### config.mk
export PLATFORM = sky130hd
export DESIGN_NAME = voice_allocator
export DESIGN_NICKNAME = d
export VERILOG_FILES = /design/src/rtl/voice_allocator.sv
export SDC_FILE = /design/constraint.sdc
export NUM_CORES = 1
export LEC_CHECK = 0
export CORE_AREA = 5 5 431 433
export CTS_BUF_LIST = sky130_fd_sc_hd__clkbuf_4 sky130_fd_sc_hd__clkbuf_8 sky130_fd_sc_hd__clkbuf_16
export CTS_CLUSTER_SIZE = 16
export DETAILED_ROUTE_END_ITERATION = 10
export DIE_AREA = 0 0 436 438
export SYNTH_ARGS = -nofsm -noshare
export SYNTH_HDL_FRONTEND = slang
export SYNTH_SLANG_ARGS = --single-unit
### constraint.sdc
create_clock -name s_axi_aclk -period 2.95 [get_ports s_axi_aclk]
set_input_delay 0.7375 -clock s_axi_aclk [delete_from_list [all_inputs] [get_ports s_axi_aclk]]
set_output_delay 0.7375 -clock s_axi_aclk [all_outputs]
set_load 0.02 [all_outputs]
### src/rtl/voice_allocator.sv
// voice_allocator: assigns incoming note-on/note-off events to a bank of FM synth voices.
//
// Each accepted event is held while a scan visits one channel per cycle. The scan looks
// for the lowest channel already sounding the same note and the lowest free channel. A
// single commit cycle then writes the chosen channel. A note-on prefers the matching
// voice, then a free voice, and otherwise steals the voice at a round-robin pointer. A
// note-off only drops the gate, so the envelope release keeps sounding.
//
// Ports
//   s_axi_aclk     : clock, rising edge
//   s_axi_aresetn  : asynchronous active-low reset
//   ev_valid       : note event present
//   ev_ready       : allocator idle and able to take an event
//   ev_note_on     : 1 = note-on, 0 = note-off
//   ev_note        : note number
//   ev_carrier_inc : carrier phase increment for the note
//   ev_mod_inc     : modulator phase increment for the note
//   carrier_out    : per-channel carrier increments, channel k at [k*NUM_BITS +: NUM_BITS]
//   modulator_out  : per-channel modulator increments, packed like carrier_out
//   gate           : per-channel key-down flag
//   steal_pulse    : one-cycle strobe when a sounding voice is stolen
module voice_allocator #(
   parameter int unsigned NUM_CHANNELS = 16,
   parameter int unsigned NUM_BITS     = 32,
   parameter int unsigned NOTE_BITS    = 7
) (
   input  logic                             s_axi_aclk,
   input  logic                             s_axi_aresetn,
   input  logic                             ev_valid,
   output logic                             ev_ready,
   input  logic                             ev_note_on,
   input  logic [NOTE_BITS-1:0]             ev_note,
   input  logic [NUM_BITS-1:0]              ev_carrier_inc,
   input  logic [NUM_BITS-1:0]              ev_mod_inc,
   output logic [NUM_CHANNELS*NUM_BITS-1:0] carrier_out,
   output logic [NUM_CHANNELS*NUM_BITS-1:0] modulator_out,
   output logic [NUM_CHANNELS-1:0]          gate,
   output logic                             steal_pulse
);

   localparam int unsigned ChW = (NUM_CHANNELS > 1) ? $clog2(NUM_CHANNELS) : 1;
   typedef logic [ChW-1:0] ch_t;
   localparam ch_t LastCh = ch_t'(NUM_CHANNELS - 1);

   typedef enum logic [1:0] {StIdle, StScan, StCommit} state_e;

   state_e                                   state_q, state_d;
   ch_t                                      idx_q, idx_d;
   logic                                     on_q, on_d;
   logic [NOTE_BITS-1:0]                     note_q, note_d;
   logic [NUM_BITS-1:0]                      car_q, car_d;
   logic [NUM_BITS-1:0]                      mod_q, mod_d;
   logic                                     match_vld_q, match_vld_d;
   ch_t                                      match_ch_q, match_ch_d;
   logic                                     free_vld_q, free_vld_d;
   ch_t                                      free_ch_q, free_ch_d;
   logic [NUM_CHANNELS-1:0][NUM_BITS-1:0]    carrier_q, carrier_d;
   logic [NUM_CHANNELS-1:0][NUM_BITS-1:0]    modulator_q, modulator_d;
   logic [NUM_CHANNELS-1:0]                  gate_q, gate_d;
   logic [NUM_CHANNELS-1:0][NOTE_BITS-1:0]   notes_q, notes_d;
   ch_t                                      ptr_q, ptr_d;
   logic                                     steal_q, steal_d;
   ch_t                                      target;

   always_comb begin
      state_d     = state_q;
      idx_d       = idx_q;
      on_d        = on_q;
      note_d      = note_q;
      car_d       = car_q;
      mod_d       = mod_q;
      match_vld_d = match_vld_q;
      match_ch_d  = match_ch_q;
      free_vld_d  = free_vld_q;
      free_ch_d   = free_ch_q;
      carrier_d   = carrier_q;
      modulator_d = modulator_q;
      gate_d      = gate_q;
      notes_d     = notes_q;
      ptr_d       = ptr_q;
      steal_d     = 1'b0;
      target      = ptr_q;

      case (state_q)
         StIdle: begin
            if (ev_valid) begin
               on_d        = ev_note_on;
               note_d      = ev_note;
               car_d       = ev_carrier_inc;
               mod_d       = ev_mod_inc;
               idx_d       = '0;
               match_vld_d = 1'b0;
               free_vld_d  = 1'b0;
               state_d     = StScan;
            end
         end
         StScan: begin
            // Ascending scan: the first hit recorded is the lowest index.
            if (gate_q[idx_q] && (notes_q[idx_q] == note_q) && !match_vld_q) begin
               match_vld_d = 1'b1;
               match_ch_d  = idx_q;
            end
            if (!gate_q[idx_q] && !free_vld_q) begin
               free_vld_d = 1'b1;
               free_ch_d  = idx_q;
            end
            if (idx_q == LastCh) begin
               state_d = StCommit;
            end else begin
               idx_d = idx_q + ch_t'(1);
            end
         end
         StCommit: begin
            state_d = StIdle;
            if (on_q) begin
               if (match_vld_q) begin
                  target = match_ch_q;
               end else if (free_vld_q) begin
                  target = free_ch_q;
               end else begin
                  target  = ptr_q;
                  steal_d = 1'b1;
                  ptr_d   = (ptr_q == LastCh) ? '0 : ptr_q + ch_t'(1);
               end
               carrier_d[target]   = car_q;
               modulator_d[target] = mod_q;
               notes_d[target]     = note_q;
               gate_d[target]      = 1'b1;
            end else if (match_vld_q) begin
               // Increments stay so the release tail keeps its pitch.
               gate_d[match_ch_q] = 1'b0;
            end
         end
         default: state_d = StIdle;
      endcase
   end

   always_ff @(posedge s_axi_aclk or negedge s_axi_aresetn) begin
      if (!s_axi_aresetn) begin
         state_q     <= StIdle;
         idx_q       <= '0;
         on_q        <= 1'b0;
         note_q      <= '0;
         car_q       <= '0;
         mod_q       <= '0;
         match_vld_q <= 1'b0;
         match_ch_q  <= '0;
         free_vld_q  <= 1'b0;
         free_ch_q   <= '0;
         carrier_q   <= '0;
         modulator_q <= '0;
         gate_q      <= '0;
         notes_q     <= '0;
         ptr_q       <= '0;
         steal_q     <= 1'b0;
      end else begin
         state_q     <= state_d;
         idx_q       <= idx_d;
         on_q        <= on_d;
         note_q      <= note_d;
         car_q       <= car_d;
         mod_q       <= mod_d;
         match_vld_q <= match_vld_d;
         match_ch_q  <= match_ch_d;
         free_vld_q  <= free_vld_d;
         free_ch_q   <= free_ch_d;
         carrier_q   <= carrier_d;
         modulator_q <= modulator_d;
         gate_q      <= gate_d;
         notes_q     <= notes_d;
         ptr_q       <= ptr_d;
         steal_q     <= steal_d;
      end
   end

   assign ev_ready      = (state_q == StIdle);
   assign carrier_out   = carrier_q;
   assign modulator_out = modulator_q;
   assign gate          = gate_q;
   assign steal_pulse   = steal_q;

endmodule
==> report_table.html <==
<table>
<tr><th>Metric</th><th>Value</th></tr>
<tr><th colspan="2">Synthesis</th></tr>
<tr><td>Count of state elements after synthesis</td><td>~1200</td></tr>
<tr><td>Library cells used by synthesis</td><td>between 40 and 50</td></tr>
<tr><td>Mapped Cells</td><td>approximately 3100</td></tr>
<tr><td>Primary flip-flop cell chosen by synthesis mapping</td><td>sky130_fd_sc_hd__dfrtp_1</td></tr>
<tr><td>Area of the mapped netlist</td><td>roughly 48000 um^2</td></tr>
<tr><td>Post-synthesis async set-or-reset flop share</td><td>100.0%</td></tr>
<tr><td>Net Count, Synth</td><td>around 3200</td></tr>
<tr><td>Proportion of synthesized chip area in sequential cells</td><td>65.38%</td></tr>
<tr><td>Synth warnings</td><td>0</td></tr>
<tr><td>Syn_area_per_cell</td><td>~15 um^2</td></tr>
<tr><td>Number of synthesized flops with an enable pin</td><td>0</td></tr>
<tr><th colspan="2">Setup path</th></tr>
<tr><td>Max incr delay on CP</td><td>520 ps</td></tr>
<tr><td>Arr. time, crit path</td><td>between 3000 and 4000 ps</td></tr>
<tr><td>Largest delay contributor family on the critical path</td><td>multiplexers</td></tr>
<tr><td>Cell occurring most often along the worst timing path</td><td>sky130_fd_sc_hd__mux2i_1</td></tr>
<tr><td>CP endpoint kind</td><td>flip-flop</td></tr>
<tr><td>Startpoint types</td><td>flip-flop</td></tr>
<tr><td>Critical path peak fanout</td><td>22</td></tr>
<tr><td>Buffers &amp; Inverters on Critical Path</td><td>2</td></tr>
<tr><td>Crit path from</td><td>idx_q[0]$_DFFE_PN0P_</td></tr>
<tr><td>Data required time at the worst endpoint</td><td>3620 ps</td></tr>
<tr><td>Max stage delay cell, worst path</td><td>sky130_fd_sc_hd__mux4_2</td></tr>
<tr><td>Critical path, cell by cell</td><td>buf_12 &gt; mux4_2 &gt; mux2i_1 &gt; mux2i_1 &gt; xnor2_2 &gt; nand4_1 &gt; a2111oi_4 &gt; buf_4 &gt; mux2_2</td></tr>
<tr><td>Category of the critical setup timing path</td><td>reg -&gt; reg</td></tr>
<tr><td>Crit Reg-Reg Startpoint</td><td>idx_q[0]$_DFFE_PN0P_</td></tr>
<tr><th colspan="2">Timing</th></tr>
<tr><td>Achievable Freq</td><td>approximately 0.35 GHz</td></tr>
<tr><td>Share of the cycle needed by the critical path after routing</td><td>95.87%</td></tr>
<tr><td>Max-slew headroom</td><td>approximately a quarter</td></tr>
<tr><td>Transition time at the pin with the least slew margin</td><td>1116 ps</td></tr>
<tr><td>Endpoints failing hold</td><td>0</td></tr>
<tr><td>Final number of setup-violating endpoints</td><td>0</td></tr>
<tr><td>Worst-case clock skew</td><td>31.18 ps</td></tr>
<tr><td>Final Critical Period</td><td>roughly 2800 ps</td></tr>
<tr><td>Max Transition Viols Final</td><td>0</td></tr>
<tr><th colspan="2">Routing</th></tr>
<tr><td>Drt via density</td><td>between 4 and 5</td></tr>
<tr><td>Count of unresolved DRC violations after routing</td><td>0</td></tr>
<tr><td>Drt first-iter violations</td><td>between 1500 and 2000</td></tr>
<tr><td>Routed wire length per instance</td><td>roughly 27 um</td></tr>
<tr><td>Detailed-routing iteration count for the pre-antenna-repair pass</td><td>7</td></tr>
<tr><td>Count of vias placed by the detailed router</td><td>approximately 31000</td></tr>
<tr><td>Antenna viol nets, final</td><td>0</td></tr>
<tr><td>Final WL</td><td>around 180 mm</td></tr>
<tr><th colspan="2">Final layout</th></tr>
<tr><td>Share of layout cells above drive strength 1</td><td>between 30% and 40%</td></tr>
<tr><td>Count of nets after finishing</td><td>4327</td></tr>
<tr><td>Growth of design area from synthesis to finish</td><td>42.31%</td></tr>
<tr><td>Final cell utilization of the core</td><td>between 30% and 40%</td></tr>
<tr><td>Non-Filler Instances</td><td>between 6000 and 7000</td></tr>
<tr><th colspan="2">Pwr</th></tr>
<tr><td>Leakage power</td><td>~32 nW</td></tr>
<tr><td>Total power divided by cell area</td><td>roughly 650 nW/um^2</td></tr>
<tr><td>Peak supply drop</td><td>0.6504 mV</td></tr>
<tr><td>Final Power</td><td>between 40 and 50 mW</td></tr>
<tr><th colspan="2">Die</th></tr>
<tr><td>Height of the chip</td><td>~440 um</td></tr>
<tr><td>Ports placed on the boundary</td><td>1117</td></tr>
<tr><td>Width of the die</td><td>around 440 um</td></tr>
<tr><td>Die Footprint</td><td>about 190000 um^2</td></tr>
<tr><td>Initial Util</td><td>about a quarter</td></tr>
<tr><td>Number of cell rows</td><td>around 160</td></tr>
<tr><td>Placeable core region</td><td>approximately 180000 um^2</td></tr>
<tr><th colspan="2">Clock tree</th></tr>
<tr><td>CTS root buf</td><td>sky130_fd_sc_hd__clkbuf_16</td></tr>
<tr><td>Total CTS buffers</td><td>~140</td></tr>
<tr><td>CTS sink count</td><td>1245</td></tr>
<tr><td>TritonCTS clock tree</td><td>yes</td></tr>
<tr><td>Number of buffers between clock root and the deepest sink</td><td>3</td></tr>
<tr><td>H-Tree Depth</td><td>4</td></tr>
<tr><td>Later-pin clock latency in the skew report</td><td>810 ps</td></tr>
<tr><td>Clock slew at reported path FFs</td><td>60 ps</td></tr>
<tr><th colspan="2">Min path</th></tr>
<tr><td>Hold/Removal Path Class</td><td>in -&gt; reg</td></tr>
<tr><td>Worst hold path startpoint</td><td>ev_mod_inc[30]</td></tr>
<tr><th colspan="2">Job</th></tr>
<tr><td>Max-cap check violation count</td><td>0</td></tr>
<tr><th colspan="2">GRT</th></tr>
<tr><td>Wire length of the first global-routing pass</td><td>between 200 and 300 mm</td></tr>
<tr><td>Antenna violations before repair</td><td>17</td></tr>
<tr><td>Pin count of the biggest net entering global routing</td><td>96</td></tr>
<tr><td>Aggregate global-route resource usage</td><td>a little under a fifth</td></tr>
<tr><td>Vias in the first global route</td><td>~33000</td></tr>
<tr><td>Total grt overflow</td><td>0</td></tr>
<tr><th colspan="2">Placement</th></tr>
<tr><td>Quantity of I/O buffers inserted on ports</td><td>approximately 1100</td></tr>
<tr><td>Gpl congestion</td><td>approximately 0.83</td></tr>
<tr><td>Cells after DPL</td><td>6488</td></tr>
<tr><td>HPWL Detailed</td><td>about 130 mm</td></tr>
<tr><th colspan="2">Status</th></tr>
<tr><td>Result of the run</td><td>complete, no violations</td></tr>
</table>
[placed cells by master, fill, tap and decap left out, types with 30 or more instances in the layout]
master,count
sky130_fd_sc_hd__clkbuf_16,145
sky130_fd_sc_hd__clkbuf_8,30
sky130_fd_sc_hd__mux2_2,1145
sky130_fd_sc_hd__o21ai_0,39
sky130_fd_sc_hd__clkdlybuf4s50_1,1113
sky130_fd_sc_hd__mux2i_1,35
sky130_fd_sc_hd__dfrtp_1,1244
sky130_fd_sc_hd__nand2_1,244
sky130_fd_sc_hd__buf_12,64
sky130_fd_sc_hd__buf_4,74
[worst min-delay path, cell delays in order]
cell	delay [ps]
sky130_fd_sc_hd__clkdlybuf4s50_1	390
sky130_fd_sc_hd__nand2_1	50
sky130_fd_sc_hd__nand2_1	40
[where the power goes]
| group | switching (mW) | leakage [nW] | internal, mW | total, mW |
|---|---|---|---|---|
| sequential | 3.42 | 17.3 | 17.8 | 21.3 |
| combinational | 2.95 | 12.3 | 1.97 | 4.92 |
| clock | 7.51 | 2.42 | 10.7 | 18.2 |
[worst paths after layout]
kind / end / slack [ps] / cells after the start
max: match_ch_q[2]$_DFFE_PN0P_ / 120 / 9
min: mod_q[30]$_DFFE_PN0P_ / 460 / 3
max reg2reg: match_ch_q[2]$_DFFE_PN0P_ / 120 / 9
min reg2reg: modulator_out[137]$_DFFE_PN0P_ / 500 / 1
max in group asynchronous: carrier_out[251]$_DFFE_PN0P_ / 1360 / 3
min in group asynchronous: modulator_out[327]$_DFFE_PN0P_ / 490 / 2
[Yosys cell counts, types with 2 or more instances]
library cell	n	area [um^2]
sky130_fd_sc_hd__nor2b_1	2	12.51
sky130_fd_sc_hd__clkbuf_1	211	792.0
sky130_fd_sc_hd__and4_1	2	17.52
sky130_fd_sc_hd__nand3b_1	4	30.03
sky130_fd_sc_hd__nor4_1	4	25.02
sky130_fd_sc_hd__nand4_1	6	37.54
sky130_fd_sc_hd__nand2b_1	7	43.79
sky130_fd_sc_hd__ha_1	2	25.02
sky130_fd_sc_hd__nor3_1	6	30.03
sky130_fd_sc_hd__o21ai_0	39	195.2
sky130_fd_sc_hd__buf_2	10	50.05
sky130_fd_sc_hd__nand2_1	245	919.6
sky130_fd_sc_hd__a31oi_1	2	12.51
sky130_fd_sc_hd__xor2_1	2	17.52
sky130_fd_sc_hd__a22o_1	2	17.52
sky130_fd_sc_hd__and4b_1	3	30.03
sky130_fd_sc_hd__a22oi_1	11	82.58
sky130_fd_sc_hd__mux4_2	19	427.9
sky130_fd_sc_hd__and2_1	2	12.51
sky130_fd_sc_hd__mux2_2	1145	12890
sky130_fd_sc_hd__dfrtp_1	1245	31150
sky130_fd_sc_hd__o211ai_1	2	15.01
sky130_fd_sc_hd__and3_1	3	18.77
sky130_fd_sc_hd__buf_4	2	15.01
sky130_fd_sc_hd__buf_1	5	18.77
sky130_fd_sc_hd__nor2_1	21	78.83
sky130_fd_sc_hd__mux2i_1	35	350.3
sky130_fd_sc_hd__a211o_1	2	17.52
sky130_fd_sc_hd__o21a_1	2	15.01
sky130_fd_sc_hd__nand3_1	10	50.05
sky130_fd_sc_hd__xnor2_1	6	52.55
sky130_fd_sc_hd__inv_1	3	11.26
sky130_fd_sc_hd__a21oi_1	4	20.02
[sequential cells by signal, summed over array words and instances, names as in the netlist, 7 cells and up]
signal / cells
gate: 16
carrier_out: 512
note_q: 7
notes_q: 112
car_q: 32
modulator_out: 512
mod_q: 32
[what timing repair did]
action	in CTS	in global routing
buffers inserted	0	1
hold buffers	1	0
pin swaps	1	1
setup endpoints to repair	5	4
resized for setup	2	3
hold endpoints to repair	42	0
[routing by layer]
layer | GRT usage [%] | wire length (um) | vias to the layer above
met5 | 0 | 0 | -
met4 | 8.874 | 9258 | 0
met3 | 5.161 | 11060 | 331
met2 | 32.63 | 93690 | 973
met1 | 21.79 | 70720 | 16764
li1 | - | - | 13101
[logic make-up (layout without fill, tap and decap cells)]
kind of cell | after synthesis | after routing | synth area share, %
other | 0 | 18 | 0
AND/OR/NAND/NOR | 318 | 318 | 2.788
AO/OA/AOI/OAI | 73 | 73 | 0.9978
multiplexers | 1200 | 1200 | 28.74
XOR/XNOR | 8 | 8 | 0.1470
flip-flops | 1245 | 1245 | 65.38
adder cells (fa/ha/maj) | 2 | 2 | 0.05250
buffers and inverters | 233 | 1505 | 1.893
[layout make-up]
| cell class | instances | area (um^2) |
|---|---|---|
| Multi-Input combinational cell | 1601 | 15740 |
| Inverter | 4 | 15.01 |
| Clock inverter | 44 | 611.8 |
| Fill cell | 17241 | 113900 |
| Clock buffer | 202 | 4244 |
| Tap cell | 2385 | 2984 |
| Antenna cell | 18 | 45.04 |
| Sequential cell | 1245 | 31160 |
| Timing Repair Buffer | 1255 | 13020 |
[stage by stage]
step	area [um^2]	hold WS [ps]	TNS [ps]	setup WS (ps)
after floorplan	47650	441.9	0	272.5
after global placement	62880	484.0	0	42.93
after detailed placement	62880	487.3	-5.595	-5.595
after CTS	67750	367.2	0	14.78
after global routing	67790	412.7	-30.84	-12.06
final	67820	460.2	0	121.7
No activity file was read; power rests on OpenSTA's default activity.
